**src/rtl/trdb_branch_map_unpacker.sv**
```systemverilog
// Receive side of the branch-map path: holds one packed branch map and replays
// its outcomes one per handshake, oldest first, to the instruction reconstructor.
module trdb_branch_map_unpacker #(
   parameter int MAP_LEN = 31,
   parameter int CNT_W   = 5
) (
   input  logic               clk_i,
   input  logic               rst_ni,
   input  logic               flush_i,
   input  logic               load_valid_i,
   output logic               load_ready_o,
   input  logic [MAP_LEN-1:0] map_i,
   input  logic [CNT_W-1:0]   branches_i,
   output logic               br_valid_o,
   input  logic               br_ready_i,
   output logic               br_taken_o,
   output logic [CNT_W-1:0]   remaining_o,
   output logic               done_o,
   output logic               err_o
);

   typedef enum logic {IDLE, REPLAY} state_t;

   localparam logic [CNT_W:0] MAP_LEN_C = (CNT_W+1)'(MAP_LEN);

   state_t             state_reg;
   logic [MAP_LEN-1:0] shift_reg;
   logic [CNT_W-1:0]   remaining_reg;
   logic               done_reg;
   logic               err_reg;

   logic               over_len;
   logic [CNT_W-1:0]   load_cnt;
   logic [MAP_LEN-1:0] load_mask;

   assign over_len = {1'b0, branches_i} > MAP_LEN_C;
   assign load_cnt = over_len ? MAP_LEN_C[CNT_W-1:0] : branches_i;

   // Bits above the count are zeroed on capture so the register drains to 0.
   genvar gi;
   generate
      for (gi = 0; gi < MAP_LEN; gi++) begin : g_mask
         assign load_mask[gi] = (32'(load_cnt) > 32'(gi));
      end
   endgenerate

   assign load_ready_o = (state_reg == IDLE) && !flush_i;
   assign br_valid_o   = (state_reg == REPLAY);
   assign br_taken_o   = shift_reg[0];
   assign remaining_o  = remaining_reg;
   assign done_o       = done_reg;
   assign err_o        = err_reg;

   always_ff @(posedge clk_i or negedge rst_ni) begin
      if (!rst_ni) begin
         state_reg     <= IDLE;
         shift_reg     <= '0;
         remaining_reg <= '0;
         done_reg      <= 1'b0;
         err_reg       <= 1'b0;
      end else begin
         done_reg <= 1'b0;
         if (flush_i) begin
            state_reg     <= IDLE;
            shift_reg     <= '0;
            remaining_reg <= '0;
         end else begin
            case (state_reg)
               IDLE: begin
                  if (load_valid_i) begin
                     if (over_len)
                        err_reg <= 1'b1;
                     // An empty map is accepted and acknowledged with done only.
                     if (branches_i == '0) begin
                        done_reg <= 1'b1;
                     end else begin
                        shift_reg     <= map_i & load_mask;
                        remaining_reg <= load_cnt;
                        state_reg     <= REPLAY;
                     end
                  end
               end
               REPLAY: begin
                  if (br_ready_i) begin
                     shift_reg     <= shift_reg >> 1;
                     remaining_reg <= remaining_reg - 1'b1;
                     if (remaining_reg == CNT_W'(1)) begin
                        state_reg <= IDLE;
                        done_reg  <= 1'b1;
                     end
                  end
               end
               default: state_reg <= IDLE;
            endcase
         end
      end
   end

endmodule

```
**config.mk**
```make
export PLATFORM = sky130hd
export DESIGN_NAME = trdb_branch_map_unpacker
export DESIGN_NICKNAME = d
export VERILOG_FILES = /design/src/rtl/trdb_branch_map_unpacker.sv
export SDC_FILE = /design/constraint.sdc
export NUM_CORES = 1
export LEC_CHECK = 0
export CAP_MARGIN = 20
export CORE_UTILIZATION = 50
export CTS_CLUSTER_DIAMETER = 200
export DETAILED_ROUTE_END_ITERATION = 16
export PLACE_DENSITY = 0.8
export SETUP_SLACK_MARGIN = 0.05
export SYNTH_ARGS = -nofsm -noshare
export SYNTH_HDL_FRONTEND = slang
export SYNTH_SLANG_ARGS = --single-unit
```
**constraint.sdc**
```tcl
create_clock -name clk_i -period 2.1 [get_ports clk_i]
set_clock_uncertainty 0.05 [all_clocks]
set_input_delay 0.21 -clock clk_i [delete_from_list [all_inputs] [get_ports clk_i]]
set_output_delay 0.21 -clock clk_i [all_outputs]
set_load 0.01 [all_outputs]
```
==> reports/metrics.cfg, run 1 <==
[timing]
setup_tns_ns=0
setup_viol=0
hold_slack_ns=-0.0295
maxSlewViolCount=0
finalCriticalPeriod_ns=1.92
rsz0062_at_grt=false
hold_violations=30
relSlewSlack_pct=42.4
timing.final.crit_share_pct=91.6
max_freq_ghz=0.520
worst_pin_slew_ns=0.864

[logic_synthesis]
synth_edf_count=0
avgSynthCellArea_um2=9.02
synth.most_common_cell=dfrtp_1
ys_seq_area_share_pct=44.5
synth_top_area_share_pct=44.5
async_flop_share_pct=100
synthFlopType=dfrtp_1
synth.distinct_cells=47
synthTopCellsByArea=dfrtp_1 (44%), a32oi_1 (7.4%), nand2_1 (6.1%), nor2_1 (4.0%), o21ai_0 (4.0%)
ys_warn_count=0
netlist_top_cells_count=dfrtp_1 (38), nand2_1 (35), nor2_1 (23)
syn_nets=280
syn_area_um2=2140
ys_ff_latch=38
synth_top_area_cell=dfrtp_1
syn_inst=237

[outcome]
violations=hold timing
status=finished with violations

[placed_design]
placed_cell_area_um2=2730
dp.final_hpwl_um=4060
dp.cells=337
routabilityCongestion=0.861
io_buffers=49

[die]
rows=23
start_util_pct=52.7
dieArea_um2=4540
die_y_um=67.4
core_um2=4060
die_x_um=67.4
num_io_pins=51

[worst_setup_path]
path_buf_inv=1
critPathArrivalTime_ns=1.66
startpoint_type=register
worstPathMaxFanout=7
crit_family=buffers and inverters
setup.worst_path.end_class=output port
required_ns=1.84
crit_chain=nor2_2, clkdlybuf4s50_1
crit_type=register to output port
cpPeakStageDelay_ns=0.59
cp_slowest_cell=clkdlybuf4s50_1

[min_path]
hp-class=input port to async pin

[routing]
avgRoutedWirePerCell_um=16.5
drcViolationCount=0
avgViaCountPerCell=5.95
ant_nets=0
via_count=2042
drtIter0Drc=241
wl_um=5660
first_pass_iters=4

[grt]
grt_use_total_pct=27.4
antenna_found_initial=0
globalRouteOverflowTotal=0
grt_max_degree=39
grt_first_pass_wirelength_um=9000
grt_pass1_vias=1874

[final_layout]
fin_util_pct=69.3
layout-drive-gt1-share_pct=13.0
final_cell_area_um2=2810
diodes=0
syn_to_final_growth_pct=31.5
nets=337
finalNonFillerCells=343
largest_reg_flops=31
fillers=316

[clock_tree]
clk_latency_ns=0.29
cts_sinks=38
cts_root_buf=clkbuf_8
cts_buffers=5
cts_resized=0
clk_pin_slew_worst_paths_ns=0.07
ctsLongestPathBuffers=2
postCtsHoldBufs=0
post_cts_buffers=0
htree_num_levels=2
cts_tree=built

[power]
p_sw_mw=0.537
vdd_drop_max_uv=379
power.leakage_nw=1.17
clkPwrFrac_pct=27.6
p_comb_share_pct=25.1
seqPwrFrac_pct=47.3
finalPower_mw=1.82
p_int_mw=1.29
powerDensity_nw_per_um2=648
switching_share_pct=29.5

[run]
maxCapViolations=0

[power groups by stage]
stage | clock [mW] | combinational, mW | sequential [mW]
6_report | 0.503 | 0.458 | 0.861
5_1_grt | 0.542 | 0.501 | 0.870
4_1_cts | 0.510 | 0.458 | 0.860
2_1_floorplan | 0 | 0.244 | 0.865
3_3_place_gp | 0 | 0.447 | 0.870
3_5_place_dp | 0 | 0.454 | 0.873
[metrics by stage]
step	hold slack [ns]	worst slack (ns)
floorplan	-0.136	0.438
global placement	0.312	0.169
detailed placement	0.321	0.146
CTS	0.00619	0.184
global route	0.0401	0.131
finish	-0.0295	0.176
[cell usage in the layout, fill, tap and decap left out, types with 3 or more instances in the layout]
| cell | netlist | layout |
|---|---|---|
| a21oi_1 | 10 | 10 |
| nor3_1 | 4 | 4 |
| nor2b_1 | 4 | 3 |
| nor2_1 | 23 | 23 |
| a21o_1 | 5 | 5 |
| a221oi_1 | 5 | 5 |
| a31oi_1 | 4 | 4 |
| o21ai_1 | 7 | 7 |
| nand3b_1 | 3 | 3 |
| dfrtp_1 | 38 | 38 |
| nand3_1 | 5 | 5 |
| o21ai_0 | 17 | 17 |
| nor3b_1 | 4 | 4 |
| nand2_1 | 35 | 35 |
| clkdlybuf4s50_1 | 0 | 48 |
| inv_1 | 3 | 3 |
| buf_4 | 1 | 21 |
| a32oi_1 | 18 | 18 |
| clkbuf_8 | 0 | 6 |
[worst paths after layout]
| check | cells past startpoint | start | to | slack [ns] |
|---|---|---|---|---|
| min | 1 | rst_ni | remaining_o[4]$_DFFE_PN0P_ | -0.03 |
| max | 2 | br_valid_o$_DFF_PN0_ | load_ready_o | 0.18 |
| min in group clk_i | 3 | map_i[30] | shift_reg[30]$_DFFE_PN0P_ | 0.43 |
| max in group asynchronous | 1 | rst_ni | shift_reg[6]$_DFFE_PN0P_ | 1.47 |
| max reg2reg | 5 | br_valid_o$_DFF_PN0_ | shift_reg[10]$_DFFE_PN0P_ | 0.34 |
| min reg2reg | 2 | shift_reg[5]$_DFFE_PN0P_ | shift_reg[5]$_DFFE_PN0P_ | 0.43 |
[routing by layer]
metal | wire (um) | vias up | part of all wire (%) | track usage (%)
met5 | 0 | - | 0 | 0
met4 | 93 | 0 | 1.6 | 10.4
met3 | 338 | 9 | 6.0 | 5.24
met2 | 2740 | 69 | 48 | 44.0
met1 | 2490 | 980 | 44 | 36.6
li1 | - | 984 | - | -
[layout make-up]
class	instances	area (um^2)	share of cell area, %
clock buffers	6	82.6	2.94
inverters	3	11.3	0.401
well taps	50	62.6	2.23
repair buffers	70	643	22.9
multi-input cells	176	1060	37.7
flip-flops and latches	38	951	33.8
[cell families (layout without fill, tap and decap cells)]
group	count (synthesis)	count (layout)	synth area share [%]
flip-flops	38	38	44.5
other	1	1	0.175
buffers and inverters	23	79	6.03
AND/OR/NAND/NOR	89	89	20.4
adder cells (fa/ha/maj)	2	2	1.17
multiplexers	1	1	0.468
AO/OA/AOI/OAI	83	83	27.3
No activity file was read; power rests on OpenSTA's default activity.
==> run 2: changes to the inputs <==
- CORE_UTILIZATION: 50 -> 24
- PLACE_DENSITY: 0.8 -> not set
==> reports/metrics.cfg, run 2 (synthesis gave the netlist of run 1 again) <==
[outcome]
status=finished with violations
violations=hold timing

[placed_design]
routabilityCongestion=0.757  ; -12%
dp.final_hpwl_um=4580  ; +13%
dp.cells=393  ; +17%
io_buffers=49  ; unchanged

[grt]
grt_max_degree=52  ; +33%
grt_pass1_vias=1961  ; +4.6%
globalRouteOverflowTotal=0  ; unchanged
grt_use_total_pct=14.0  ; -13 points
grt_use_met3_pct=2.90  ; -2.3 points
use_met1_pct=19.7  ; -17 points
antenna_found_initial=0  ; unchanged
use_met2_pct=22.2  ; -22 points
grt_first_pass_wirelength_um=9830  ; +9.1%
grt.busiest_layer=met2

[clock_tree]
clk_latency_ns=0.29  ; about the same
clk_pin_slew_worst_paths_ns=0.07  ; about the same
post_cts_buffers=0  ; unchanged
cts_root_buf=clkbuf_8
ctsLongestPathBuffers=2  ; unchanged
htree_num_levels=2  ; unchanged
postCtsHoldBufs=0  ; unchanged
cts_sinks=38  ; unchanged
cts_resized=0  ; unchanged
cts_buffers=5  ; unchanged
cts_tree=built

[timing]
timing.final.crit_share_pct=89.6  ; -2.1 points
rsz0062_at_grt=false
worst_pin_slew_ns=0.873  ; +0.00897 ns
hold_slack_ns=-0.0150  ; +0.0145 ns
setup_tns_ns=0  ; unchanged
hold_violations=38  ; +27%
finalCriticalPeriod_ns=1.88  ; -0.0434 ns
maxSlewViolCount=0  ; unchanged
setup_viol=0  ; unchanged
relSlewSlack_pct=41.8  ; -0.60 points
max_freq_ghz=0.532  ; +2.3%

[worst_setup_path]
setup.worst_path.end_class=output port
worstPathMaxFanout=5  ; -2
required_ns=1.84  ; about the same
startpoint_type=input port
critPathArrivalTime_ns=1.62  ; -0.04 ns
crit_type=input port to output port

[final_layout]
syn_to_final_growth_pct=35.0
area.sequential_um2=951  ; unchanged
fin_util_pct=33.3  ; -36 points
layout_commonest_cell=clkdlybuf4s50_1
nets=335  ; -0.59%
layout-drive-gt1-share_pct=12.0  ; -0.98 points
diodes=0  ; unchanged
finalNonFillerCells=400  ; +17%
multi_input_area_um2=1060  ; unchanged
final_cell_mix=clkdlybuf4s50_1 (48), dfrtp_1 (38), nand2_1 (35)
largest_reg_flops=31  ; unchanged
fillers=942  ; +200%

[die]
core_um2=8680  ; +110%
num_io_pins=51  ; unchanged
dieArea_um2=9290  ; +100%
die_x_um=96.4  ; +43%
start_util_pct=24.6  ; -28 points
die_y_um=96.4  ; +43%
rows=34  ; +48%

[power]
vdd_drop_max_uv=237  ; -37%
powerDensity_nw_per_um2=624  ; -3.7%
finalPower_mw=1.80  ; -1.1%
power.leakage_nw=1.16  ; -0.59%

[routing]
avgRoutedWirePerCell_um=15.4  ; -7.0%
ant_nets=0  ; unchanged
wl_um=6140  ; +8.5%
avgViaCountPerCell=5.06  ; -15%
drcViolationCount=0  ; unchanged
drtIter0Drc=145  ; -40%
first_pass_iters=5  ; +1
via_count=2024  ; -0.88%

[min_path]
hp-class=input port to async pin

[run]
maxCapViolations=0  ; unchanged

==> run 2: metal layers <==
layer / vias up / wire length (um)
met5: - / 0
met4: 0 / 43
met3: 8 / 463
met2: 74 / 2790
met1: 960 / 2850
li1: 982 / -
==> run 2: worst max-delay path, cell delays in order <==
cell             delay, ns
clkdlybuf4s50_1       0.51
nor2_2                0.19
buf_4                 0.17
clkdlybuf4s50_1       0.54
==> run 2: path summary, 6_finish.rpt <==
path / start / endpoint / slack, ns / depth (start not counted)
max in group asynchronous: rst_ni / shift_reg[29]$_DFFE_PN0P_ / 1.47 / 1
min: rst_ni / remaining_o[3]$_DFFE_PN0P_ / -0.01 / 1
max: flush_i / load_ready_o / 0.22 / 4
min in group clk_i: shift_reg[12]$_DFFE_PN0P_ / shift_reg[12]$_DFFE_PN0P_ / 0.44 / 2
min reg2reg: shift_reg[12]$_DFFE_PN0P_ / shift_reg[12]$_DFFE_PN0P_ / 0.44 / 2
max reg2reg: br_valid_o$_DFF_PN0_ / shift_reg[19]$_DFFE_PN0P_ / 0.43 / 5
==> run 2: where the power goes <==
part	internal, mW	total, mW	switching [mW]
logic	0.232	0.466	0.234
clock network	0.229	0.477	0.249
registers	0.804	0.859	0.0547
==> run 2: cell type report <==
class | count | share of cell area [%]
multi-input combinational | 176 | 36.7
sequential | 38 | 32.9
timing repair buffer | 68 | 22.6
tap | 108 | 4.68
clock buffer | 7 | 2.64
inverter | 3 | 0.390
==> run 2: metrics by stage <==
step / setup slack (ns) / cell area, um^2
finish: 0.219 / 2890
global route: 0.152 / 2890
floorplan: 0.438 / 2140
detailed placement: 0.130 / 2810
CTS: 0.212 / 2890
global placement: 0.129 / 2810
==> run 3: changes to the inputs <==
==> constraint.sdc (replaced) <==
create_clock -name clk_i -period 2.1 [get_ports clk_i]
set_clock_uncertainty 0.05 [all_clocks]
set_input_delay 0.525 -clock clk_i [delete_from_list [all_inputs] [get_ports clk_i]]
set_output_delay 0.525 -clock clk_i [all_outputs]
set_load 0.01 [all_outputs]
==> reports/metrics.cfg, run 3 (synthesis gave the netlist of run 1 again) <==
[power]
p_sw_mw=0.584  ; +8.6%
vdd_drop_max_uv=310  ; +31%
p_int_mw=1.57  ; +24%
clkPwrFrac_pct=36.7  ; +10 points
power.leakage_nw=1.30  ; +11%
powerDensity_nw_per_um2=693  ; +11%
switching_share_pct=27.1  ; -2.7 points
seqPwrFrac_pct=40.0  ; -7.7 points
p_comb_share_pct=23.3  ; -2.6 points

[grt]
grt_first_pass_wirelength_um=10700  ; +9.0%
globalRouteOverflowTotal=0  ; unchanged
grt_use_total_pct=15.3  ; +1.3 points
antenna_found_initial=0  ; unchanged
grt_max_degree=29  ; -44%
grt_pass1_vias=2133  ; +8.8%

[final_layout]
nets=354  ; +5.7%
fillers=925  ; -1.8%
final_cell_mix=clkdlybuf4s50_1 (46), dfrtp_1 (38), nand2_1 (35), buf_4 (35), nor2_1 (23)
layout-drive-gt1-share_pct=18.3  ; +6.3 points
largest_reg_flops=31  ; unchanged
diodes=0  ; unchanged
final_cell_area_um2=3110  ; +7.6%
syn_to_final_growth_pct=45.3
finalNonFillerCells=420  ; +5.0%
layout_commonest_cell=clkdlybuf4s50_1

[worst_setup_path]
startpoint_type=input port
worstPathMaxFanout=13  ; +8
critPathArrivalTime_ns=2.11  ; +0.49 ns
setup.worst_path.end_class=register
required_ns=2.26  ; +0.42 ns
r2r_start=br_valid_o$_DFF_PN0_
timing.critical_path.to=shift_reg[20]$_DFFE_PN0P_
r2r-end=shift_reg[2]$_DFFE_PN0P_
r2r_setup_slack_ns=0.38  ; -0.05 ns
r2r_cells=6  ; +1
critPathLaunch=branches_i[4]
crit_type=input port to register

[outcome]
status=completed

[timing]
maxSlewViolCount=0  ; unchanged
hold_violations=0  ; -100%
rsz0062_at_grt=false
timing.final.crit_share_pct=93.2  ; +3.7 points
hold_slack_ns=0.116  ; +0.131 ns
finalCriticalPeriod_ns=1.96  ; +0.0769 ns
setup_viol=0  ; unchanged
setup_tns_ns=0  ; unchanged
setup_slack_ns=0.142  ; -0.0769 ns
max_freq_ghz=0.511  ; -3.9%

[routing]
drtIter0Drc=86  ; -41%
avgRoutedWirePerCell_um=15.5  ; +1.1%
ant_nets=0  ; unchanged
first_pass_iters=4  ; -1
avgViaCountPerCell=4.92  ; -2.8%
drcViolationCount=0  ; unchanged
wl_um=6520  ; +6.1%
via_count=2065  ; +2.0%

[clock_tree]
ctsLongestPathBuffers=2  ; unchanged
htree_num_levels=2  ; unchanged
clk_latency_ns=0.29  ; about the same
cts_tree=built
postCtsHoldBufs=0  ; unchanged
clk_pin_slew_worst_paths_ns=0.08  ; about the same
cts_buffers=5  ; unchanged
cts_sinks=38  ; unchanged
cts_root_buf=clkbuf_8

[die]
core_um2=8680  ; unchanged
start_util_pct=24.6  ; unchanged
die_y_um=96.4  ; unchanged
rows=34  ; unchanged
die_x_um=96.4  ; unchanged
num_io_pins=51  ; unchanged
dieArea_um2=9290  ; unchanged

[placed_design]
dp.final_hpwl_um=4950  ; +8.2%
dp.cells=412  ; +4.8%
routabilityCongestion=0.807  ; +6.7%
placed_cell_area_um2=2970  ; +5.5%
pre_cts_ws_ns=-0.286  ; -0.415 ns
io_buffers=49  ; unchanged

[run]
maxCapViolations=0  ; unchanged

[min_path]
hp-class=input port to async pin

-- run 3: cell types whose count changed in the layout (fill, tap and decap cells not counted), moves of 2 or more --
cell,change
buf_4,+18
bufinv_16,+2
clkbuf_1,-2
clkdlybuf4s50_1,-2
dlygate4sd2_1,+2
-- run 3: how the worst min path moves through the flow --
| stage | startpoint | to | slack, ns | cells past startpoint |
|---|---|---|---|---|
| detailed placement | shift_reg[2]$_DFFE_PN0P_ | shift_reg[2]$_DFFE_PN0P_ | 0.42 | 2 |
| global placement | shift_reg[18]$_DFFE_PN0P_ | shift_reg[18]$_DFFE_PN0P_ | 0.42 | 2 |
| CTS | rst_ni | done_o$_DFF_PN0_ | 0.12 | 1 |
| finish | rst_ni | shift_reg[2]$_DFFE_PN0P_ | 0.12 | 1 |
| global route | rst_ni | shift_reg[0]$_DFFE_PN0P_ | 0.14 | 1 |
| floorplan | rst_ni | br_valid_o$_DFF_PN0_ | 0.18 | 0 |
-- run 3: repair_timing --
action / in CTS / in global routing
hold endpoints to repair: 0 / 0
resized for setup: 2 / 0
endpoints found under the setup margin: 5 / 0
setup buffers: 0 / 0
-- run 3: final cells by class --
| class | count | area [um^2] | share of cell area [%] |
|---|---|---|---|
| clock buffers | 6 | 82.6 | 2.66 |
| well taps | 108 | 135 | 4.35 |
| clock inverters | 2 | 60.1 | 1.93 |
| repair buffers | 87 | 806 | 25.9 |
| inverters | 3 | 11.3 | 0.362 |
| multi-input cells | 176 | 1060 | 34.2 |
| flip-flops and latches | 38 | 951 | 30.6 |
-- run 3: critical path: stages --
cell	delay (ns)
clkdlybuf4s50_1	0.52
buf_4	0.22
nor3b_2	0.38
o21a_1	0.21
a32oi_1	0.10
o21ai_0	0.16
-- run 3: per-stage QoR --
stage	power (mW)	utilization [%]
finish	2.15	35.8
detailed placement	1.38	34.2
floorplan	1.11	-
global route	2.26	35.8
CTS	2.17	35.8
global placement	1.38	34.2
-- run 3: metal layers --
metal	share of wire, %	global-route usage [%]	vias up
met5	0	0	-
met4	0.69	4.29	0
met3	6.6	3.60	4
met2	46	24.8	55
met1	47	20.4	986
li1	-	-	1020
-- run 3: power groups by stage --
stage	sequential, mW	combinational (mW)	clock, mW
finish	0.861	0.503	0.790
global route	0.870	0.557	0.832
CTS	0.861	0.509	0.805
detailed placement	0.875	0.508	0
global placement	0.874	0.503	0
floorplan	0.865	0.244	0
